[src/rtl/alu_operand_stage.sv]
// ALU operand-select stage: forwarding muxes, ALUSrc immediate select,
// and a two-entry skid buffer toward the ALU.
module alu_operand_stage #(
   parameter int WIDTH     = 8,
   parameter int IMM_WIDTH = 4,
   parameter int NUM_FWD   = 2,
   localparam int SEL_W    =
      ($clog2(NUM_FWD + 1) > 1) ? $clog2(NUM_FWD + 1) : 1
) (
   input  logic                       clk,
   input  logic                       reset,
   input  logic                       in_valid,
   output logic                       in_ready,
   input  logic [WIDTH-1:0]           rs_data,
   input  logic [WIDTH-1:0]           rt_data,
   input  logic [IMM_WIDTH-1:0]       imm,
   input  logic                       alu_src,
   input  logic [SEL_W-1:0]           fwd_sel_a,
   input  logic [SEL_W-1:0]           fwd_sel_b,
   input  logic [NUM_FWD*WIDTH-1:0]   fwd_data,
   input  logic                       flush,
   output logic                       out_valid,
   input  logic                       out_ready,
   output logic [WIDTH-1:0]           op_a,
   output logic [WIDTH-1:0]           op_b
);

   typedef enum logic [1:0] {
      S_EMPTY     = 2'd0,
      S_FULL      = 2'd1,
      S_SKID_FULL = 2'd2
   } state_t;

   state_t           r_state;
   logic             r_out_valid;
   logic             r_in_ready;
   logic [WIDTH-1:0] r_op_a;
   logic [WIDTH-1:0] r_op_b;
   logic [WIDTH-1:0] r_skid_a;
   logic [WIDTH-1:0] r_skid_b;

   logic [WIDTH-1:0] w_a_sel;
   logic [WIDTH-1:0] w_b_reg;
   logic [WIDTH-1:0] w_b_sel;
   logic [WIDTH-1:0] w_imm_ext;
   logic             w_accept;
   logic             w_take;

   // Selects above NUM_FWD never match and fall back to register data.
   always_comb begin
      w_a_sel = rs_data;
      w_b_reg = rt_data;
      for (int k = 1; k <= NUM_FWD; k++) begin
         if (fwd_sel_a == SEL_W'(k))
            w_a_sel = fwd_data[(k-1)*WIDTH +: WIDTH];
         if (fwd_sel_b == SEL_W'(k))
            w_b_reg = fwd_data[(k-1)*WIDTH +: WIDTH];
      end
   end

   assign w_imm_ext = WIDTH'($signed(imm));
   assign w_b_sel   = alu_src ? w_imm_ext : w_b_reg;

   assign w_accept  = in_valid && r_in_ready;
   assign w_take    = r_out_valid && out_ready;

   assign in_ready  = r_in_ready;
   assign out_valid = r_out_valid;
   assign op_a      = r_op_a;
   assign op_b      = r_op_b;

   always_ff @(posedge clk) begin
      if (reset) begin
         r_state     <= S_EMPTY;
         r_out_valid <= 1'b0;
         r_in_ready  <= 1'b1;
         r_op_a      <= '0;
         r_op_b      <= '0;
         r_skid_a    <= '0;
         r_skid_b    <= '0;
      end else if (flush) begin
         r_state     <= S_EMPTY;
         r_out_valid <= 1'b0;
         r_in_ready  <= 1'b1;
      end else begin
         unique case (r_state)
            S_EMPTY: begin
               if (w_accept) begin
                  r_op_a      <= w_a_sel;
                  r_op_b      <= w_b_sel;
                  r_out_valid <= 1'b1;
                  r_state     <= S_FULL;
               end
            end
            S_FULL: begin
               if (w_accept && w_take) begin
                  r_op_a <= w_a_sel;
                  r_op_b <= w_b_sel;
               end else if (w_accept) begin
                  r_skid_a   <= w_a_sel;
                  r_skid_b   <= w_b_sel;
                  r_in_ready <= 1'b0;
                  r_state    <= S_SKID_FULL;
               end else if (w_take) begin
                  r_out_valid <= 1'b0;
                  r_state     <= S_EMPTY;
               end
            end
            S_SKID_FULL: begin
               if (w_take) begin
                  r_op_a     <= r_skid_a;
                  r_op_b     <= r_skid_b;
                  r_in_ready <= 1'b1;
                  r_state    <= S_FULL;
               end
            end
            default: begin
               r_out_valid <= 1'b0;
               r_in_ready  <= 1'b1;
               r_state     <= S_EMPTY;
            end
         endcase
      end
   end

endmodule
[config.mk]
export PLATFORM = sky130hd
export DESIGN_NAME = alu_operand_stage
export DESIGN_NICKNAME = d
export VERILOG_FILES = /design/src/rtl/alu_operand_stage.sv
export SDC_FILE = /design/constraint.sdc
export NUM_CORES = 1
export LEC_CHECK = 0
export ABC_AREA = 1
export CELL_PAD_IN_SITES_DETAIL_PLACEMENT = 1
export CELL_PAD_IN_SITES_GLOBAL_PLACEMENT = 1
export CORE_ASPECT_RATIO = 1.1
export CORE_MARGIN = 2
export CORE_UTILIZATION = 46
export DETAILED_ROUTE_END_ITERATION = 10
export DONT_BUFFER_PORTS = 1
export PLACE_DENSITY = 0.88
export SETUP_SLACK_MARGIN = 0.05
export SYNTH_ARGS = -nofsm -noshare
export SYNTH_HDL_FRONTEND = slang
export SYNTH_SLANG_ARGS = --single-unit
[constraint.sdc]
create_clock -name clk -period 2.2 [get_ports clk]
set_input_delay 0.66 -clock clk [delete_from_list [all_inputs] [get_ports clk]]
set_output_delay 0.66 -clock clk [all_outputs]
set_load 0.03 [all_outputs]
# After elaboration in Yosys (flattened, before gate mapping)
# Cells that the tools add are included.
[op_classes] n_mux=28 n_bitwise=4 eq_ne=14 reduce_logical=11
[op_table] operator="two-way mux 8 bit" n=11
[op_table] operator="case mux 8 bit (3 select lines)" n=2
[op_table] operator="!= test 2 bit, second input constant" n=7
[op_table] operator="AND reduction 4 bit" n=3
[op_table] operator="two-way mux 2 bit" n=5
[op_table] operator="AND reduction 5 bit" n=2
[op_table] operator="two-way mux 1 bit" n=7
[op_table] operator="equality test 2 x 1 -> 1 bit, second input constant" n=3
[op_table] operator="equality test 2 bit, second input constant" n=3
[op_table] operator="case mux 1 bit (3 select lines)" n=2
[op_table] operator="case mux 2 bit (3 select lines)" n=1
[op_table] operator="inverter 1 bit" n=4
[op_table] operator="logical AND 1 bit" n=3
[op_table] operator="!= test 3 bit, second input constant" n=1
[op_table] operator="nonzero test 3 bit" n=1
[op_table] operator="logical NOT 2 bit" n=1
[op_table] operator="OR reduction 2 bit" n=1
[word_totals] output_inout_bits=18 regBits=36 elab_cells=64

# Logic depth before layout (Yosys ltp)
# Gate-level depths: netlist of the first run.
[logic_depth] depth_word=6 mapped_depth=9 depth_no_buf=8

# Least setup slack after synthesis of the first run
# Ideal clock, no wire load.
[synth_timing] path_kind="input to register" from="input fwd_sel_b[0]" to="register r_skid_b[4]" arrival_ns=1.433 path_slack_ns=0.654 n_path_buf=1 cell_stages=8 path_cell_list="buf_2 > inv_2 > nand2_1 > nand3_1 > nand2_1 > nand2_1 > o21ai_1 > inv_1"
[synth_via] elab_chain_len=4 word_cells_on_any_way=5 cone_classes="eq/ne: 2; mux: 3"
[synth_lines] item="start: declaration" line="19" text="input logic [SEL_W-1:0] fwd_sel_b,"
[synth_lines] item="equality test 2 x 1 -> 1 bit" line="56" text="if (fwd_sel_b == SEL_W'(k))"
[synth_lines] item="two-way mux 8 bit" line="56"
[synth_lines] item="two-way mux 8 bit *" line="56"
[synth_lines] item="two-way mux 8 bit *" line="62" text="assign w_b_sel = alu_src ? w_imm_ext : w_b_reg;"
[synth_lines] item="end signal: assignment" line="101" text="r_skid_b <= w_b_sel;"
[synth_lines] item="end: declaration" line="40" text="logic [WIDTH-1:0] r_skid_b;"
# Every way passes the cells marked *; elsewhere a longest branch is shown, timed or not.
# A chain may end at the register's enable or synchronous reset.

# Final worst setup path of the first run
[layout_timing] from="register r_out_valid, in the netlist out_valid" to="register r_skid_a[4]"
[layout_via] elab_chain_len=4
[layout_lines] item="start: declaration" line="35" text="logic r_out_valid;"
[layout_lines] item="start signal: assignment" line="75" text="r_out_valid <= 1'b0;"
[layout_lines] item="start signal: assignment" line="83" text="r_out_valid <= 1'b0;"
[layout_lines] item="start signal: assignment" line="91" text="r_out_valid <= 1'b1;"
[layout_lines] item="logical AND 1 bit" line="65" text="assign w_take = r_out_valid && out_ready;"
[layout_lines] item="logical AND 1 bit" line="96" text="if (w_accept && w_take) begin"
[layout_lines] item="inverter 1 bit (no source line)"
[layout_lines] item="AND reduction 4 bit (no source line)"
[layout_lines] item="end signal: assignment" line="100" text="r_skid_a <= w_a_sel;"
[layout_lines] item="end: declaration" line="39" text="logic [WIDTH-1:0] r_skid_a;"
# No other way between the ends.

==> metrics.cfg, run 1 <==
[timing]
finalSetupViolCount = 0
final.min_clock_period_ns = 1.92
max_freq_mhz = 521
setup_ws_ns = 0.279
rsz0062_at_grt = no
setup_tns_ns = 0
maxSlewHeadroom_pct = 53.2
whs_ns = 0.526
final_max_slew_viol_count = 0
fin_crit_sh_pct = 87.3
tightest_slew_ns = 0.701
finalHoldViolations = 0
clock-skew-final_ns = 0.00663

[setup_path]
critPathMaxFanout = 24
startpoint_type = flop
worstPathArrival_ns = 2.09
worstSetupEndpointType = flop
cp.required_ns = 2.37
timing.critical_path.mode_cell = nor2_1
slowest_stage = dfxtp_1
crit_type = reg2reg
crit_chain = nand2_1 > inv_1 > nor2_1 > nand2_2 > inv_2 > o21ai_0 > nor2_1
critPathMaxStageDelay_ns = 0.56

[placed_design]
place.detailed.hpwl_um = 4880
port_buffers = 0
gp_congestion = 0.855
dpl_worst_slack_ns = 0.353

[die]
die_w_um = 70.9
start_util_pct = 48.3
core-area_um2 = 4680
dieHeight_um = 77.6
ios = 64
rows = 26
dieArea_um2 = 5500

[synthesis]
yosysMostFrequentCell = nand2_1
syn-num-nets = 422
synth-main-ff-cell = dfxtp_1
syn_avg_cell_area_um2 = 6.02
seq_area_frac_synth_pct = 31.8
synth_cell_types = 21
synth_area_um2 = 2260
synth-edff-count = 0
synth_top_area_share_pct = 31.8
ys_ff_latch = 36
yosys-top-cells-count = nand2_1, inv_1, nand3_1, nor2_1, dfxtp_1
async_reset_ff_share_pct = 0
yosysWarningCount = 0
yosys.area.top_type = dfxtp_1
synthTopCellsByArea = dfxtp_1, nand2_1, nand3_1
synthCells = 376

[global_route]
grt_use_total_pct = 24.2
grt_max_degree = 33
antenna_found_initial = 0
grt_pass1_vias = 2289
grt_overflow = 0
grt_pass1_wl_um = 10700

[routing]
post_drt_wl_per_cell_um = 15.1
drcViolationCount = 0
drt_wl_total_um = 6470
drt_iter0_drc = 79
num_vias = 2327
vias_per_cell = 5.45
dr.pass1.iters = 4
ant_nets = 0

[pwr]
power_frac_comb_pct = 17.3
sw_frac_of_total_pct = 33.2
internal_power_uw = 997
p_switching_uw = 496
powerDensity_nw_per_um2 = 638
cellLeakagePower_nw = 1.23
p_total_mw = 1.49
ir_drop_mv = 0.304
clkPwrFrac_pct = 31.4
pwr-share-seq_pct = 51.3

[final_layout]
syn2layout_area_growth_pct = 3.31
n_antenna_cell = 0
drive_above_1_share_pct = 8.63
fin_util_pct = 49.9
final_nets = 416
final.fill_count = 689

[clock_network]
cts-root-buf = clkbuf_8
post-cts-setup-buffers = 0
clk_pin_slew_worst_paths_ns = 0.07
post_cts_resized = 0
cts_max_level = 2
clock_path_buffers = 2
clock_sink_count = 36
cts_tree = done
cts_buffers = 5
clk_latency_ns = 0.29
cts_hold_buf = 0

[outcome]
outcome = finished, final reports clean

[worst_hold_path]
hp-class = in2reg

[flow_run]
maxCapViolCount = 0

## cell families (layout without fill, tap and decap cells)
family                 count (synthesis)  count (layout)  share of synthesized area [%]
and+or+nand+nor                      213             213                           41.5
buffers and inverters                 77              72                           14.6
AOI/OAI and AO/OA                     50              50                           12.0
DFF                                   36              36                           31.8
## metrics by stage
stage	area (um2)	std cells
final	2340	427
after global routing	2340	427
after CTS	2340	427
after detailed placement	2250	419
after global placement	2250	419
after floorplan	2260	376
## final timing paths
path / startpoint / endpoint / slack [ns] / depth (start not counted)
max reg2reg: out_valid$_SDFFE_PP0P_ / r_skid_a[4]$_SDFFE_PP0P_ / 0.28 / 7
min: reset / in_ready$_SDFFE_PP1P_ / 0.53 / 2
min reg2reg: r_skid_a[3]$_SDFFE_PP0P_ / r_skid_a[3]$_SDFFE_PP0P_ / 0.53 / 2
max: out_valid$_SDFFE_PP0P_ / r_skid_a[4]$_SDFFE_PP0P_ / 0.28 / 7
## flip-flops by register name, summed over array words and instances, names as in the netlist
| name | cells |
|---|---|
| in_ready | 1 |
| op_a | 8 |
| op_b | 8 |
| out_valid | 1 |
| r_skid_a | 8 |
| r_skid_b | 8 |
| r_state | 2 |
## layout by cell type (no fill, tap or decap)
cell      instances
inv_1            55
o21ai_1          10
or2_1             2
nand3b_1          2
o21ai_0          13
clkbuf_8          5
clkinv_4          1
a21oi_1          21
nand3_1          55
nand2_2           3
nand3_2           1
inv_2             7
dfxtp_1          36
buf_4             2
clkinv_2          2
nand4_1           8
or2_0             5
a21oi_2           6
nand2_1          90
nor2_1           41
nor2_2            5
nor3_1            1
## metal layers
metal  wire length [um]  global-route usage [%]
met1               2790                    30.0
met2               3290                    42.0
met3                291                    5.06
met4                 96                    6.79
met5                  0                       0
## layout make-up
cell class	count	area, um2	area share [%]
Sequential cell	36	721	30.8
Clock inverter	3	18.8	0.802
Timing Repair Buffer	2	15.0	0.642
Inverter	62	233	9.95
Tap cell	56	70.1	2.99
Multi-Input combinational cell	263	1210	51.9
Clock buffer	5	68.8	2.94
## power groups by stage
| stage | combinational, mW | sequential [mW] | clock (mW) |
|---|---|---|---|
| finish | 0.258 | 0.766 | 0.469 |
| CTS | 0.260 | 0.767 | 0.476 |
| detailed placement | 0.257 | 0.782 | 0 |
| global route | 0.299 | 0.770 | 0.506 |
| global placement | 0.244 | 0.781 | 0 |
| floorplan | 0.223 | 0.775 | 0 |
## worst max-delay path, delay by kind of cell, from the launching register on
| family | cells | cell delay (ns) |
|---|---|---|
| flops | 1 | 0.56 |
| simple gates | 4 | 0.65 |
| buf+inv | 2 | 0.31 |
| compound gates | 1 | 0.28 |
Note: power is estimated with default switching activity, not from simulation.
==> run 2: changes to the inputs <==
--- a/config.mk
+++ b/config.mk
@@ -9,12 +9,13 @@
 export CELL_PAD_IN_SITES_DETAIL_PLACEMENT = 1
 export CELL_PAD_IN_SITES_GLOBAL_PLACEMENT = 1
 export CORE_ASPECT_RATIO = 1.1
-export CORE_MARGIN = 2
+export CORE_MARGIN = 1.5
 export CORE_UTILIZATION = 46
 export DETAILED_ROUTE_END_ITERATION = 10
 export DONT_BUFFER_PORTS = 1
 export PLACE_DENSITY = 0.88
 export SETUP_SLACK_MARGIN = 0.05
+export SLEW_MARGIN = 20
 export SYNTH_ARGS = -nofsm -noshare
 export SYNTH_HDL_FRONTEND = slang
 export SYNTH_SLANG_ARGS = --single-unit
==> metrics.cfg, run 2 (same netlist as run 1, synthesis figures left out) <==
[pwr]
cellLeakagePower_nw = 1.23
ir_drop_mv = 0.299
powerDensity_nw_per_um2 = 646

[placed_design]
place.detailed.hpwl_um = 4720
dpl_worst_slack_ns = 0.389
port_buffers = 0
gp_congestion = 0.828

[timing]
fin_crit_sh_pct = 77.9
rsz0062_at_grt = no
maxSlewHeadroom_pct = 65.6
max_freq_mhz = 584
finalSetupViolCount = 0
setup_tns_ns = 0
clock-skew-final_ns = 0.00901
setup_ws_ns = 0.486
tightest_slew_ns = 0.515
final_max_slew_viol_count = 0
finalHoldViolations = 0
final.min_clock_period_ns = 1.71

[global_route]
grt_pass1_vias = 2132
grt_use_total_pct = 23.6
grt_max_degree = 33
grt_pass1_wl_um = 10200
antenna_found_initial = 0
grt_overflow = 0

[setup_path]
cp.required_ns = 2.41
crit_type = reg2reg
startpoint_type = flop
worstSetupEndpointType = flop
worstPathArrival_ns = 1.92
critPathMaxFanout = 24

[die]
dieArea_um2 = 5350
start_util_pct = 48.3
die_w_um = 69.9
dieHeight_um = 76.6
core-area_um2 = 4680
rows = 26
ios = 64

[routing]
dr.pass1.iters = 4
drcViolationCount = 0
drt_iter0_drc = 134
ant_nets = 0
drt_wl_total_um = 6370
vias_per_cell = 5.31
post_drt_wl_per_cell_um = 14.9
num_vias = 2274

[final_layout]
multiInputGateArea_um2 = 1210
syn2layout_area_growth_pct = 3.92
fin_util_pct = 50.2
n_antenna_cell = 0
final_cell_mix = nand2_1, inv_1, nand3_1, nor2_1, dfxtp_1
regArea_um2 = 721
final.fill_count = 689
drive_above_1_share_pct = 8.60
final_nets = 417
final_common_cell = nand2_1

[outcome]
outcome = finished, final reports clean

[clock_network]
clk_latency_ns = 0.29
cts_hold_buf = 0
clock_path_buffers = 2
cts_max_level = 2
clock_sink_count = 36
cts_tree = done
post-cts-setup-buffers = 0
clk_pin_slew_worst_paths_ns = 0.08
cts-root-buf = clkbuf_8
cts_buffers = 5
post_cts_resized = 0

[flow_run]
maxCapViolCount = 0

[worst_hold_path]
hp-class = in2reg

-- run 2: changes by cell type in the layout (fill, tap and decap cells not counted), sizes merged --
cell,delta
clkbuf,+2
clkinvlp,+1
clkinv,-3
buf,+1
-- run 2: layout make-up --
cell class	count	area share [%]
clock buffers	7	3.67
clock inverters	1	0.319
inverters	62	9.89
multi-input cells	263	51.6
flip-flops and latches	36	30.6
well taps	56	2.98
repair buffers	3	0.957
-- run 2: per-stage QoR --
stage | power (mW) | hold slack [ns] | area (um2) | std cells
after detailed placement | 1.04 | 0.496 | 2260 | 420
final | 1.52 | 0.522 | 2350 | 428
after floorplan | 0.998 | 0.467 | 2260 | 376
after CTS | 1.53 | 0.515 | 2350 | 428
after global placement | 1.03 | 0.486 | 2260 | 420
after global routing | 1.60 | 0.527 | 2350 | 428
-- run 2: where the power goes --
group	leakage, nW	internal (mW)	total [mW]	switching, mW
Combinational	0.896	0.0882	0.262	0.174
Clock	0.0445	0.255	0.494	0.239
Sequential	0.294	0.688	0.764	0.0755
Total	1.23	1.03	1.52	0.488
-- run 2: final timing paths --
kind                                  from                  endpoint  slack (ns)  cells after the start
hold / removal                       reset     in_ready$_SDFFE_PP1P_        0.52                      2
setup reg to reg     in_ready$_SDFFE_PP1P_  r_skid_a[7]$_SDFFE_PP0P_        0.49                      6
hold reg to reg   r_skid_a[3]$_SDFFE_PP0P_  r_skid_a[3]$_SDFFE_PP0P_        0.52                      2
setup / recovery     in_ready$_SDFFE_PP1P_  r_skid_a[7]$_SDFFE_PP0P_        0.49                      6
-- run 2: worst max-delay path: stages, from the launching register on --
cell and delay (ns):
dfxtp_1 0.54, nand2_2 0.17, nor2_2 0.17, nand2_2 0.29
inv_2 0.23, o21ai_1 0.08, a21oi_1 0.15
-- run 2: metal layers --
| layer | global-route usage, % | wire [um] | vias up |
|---|---|---|---|
| met5 | 0 | 0 | - |
| li1 | - | - | 1175 |
| met2 | 41.0 | 3270 | 43 |
| met1 | 29.5 | 2830 | 1052 |
| met4 | 6.35 | 46 | 0 |
| met3 | 4.76 | 225 | 4 |
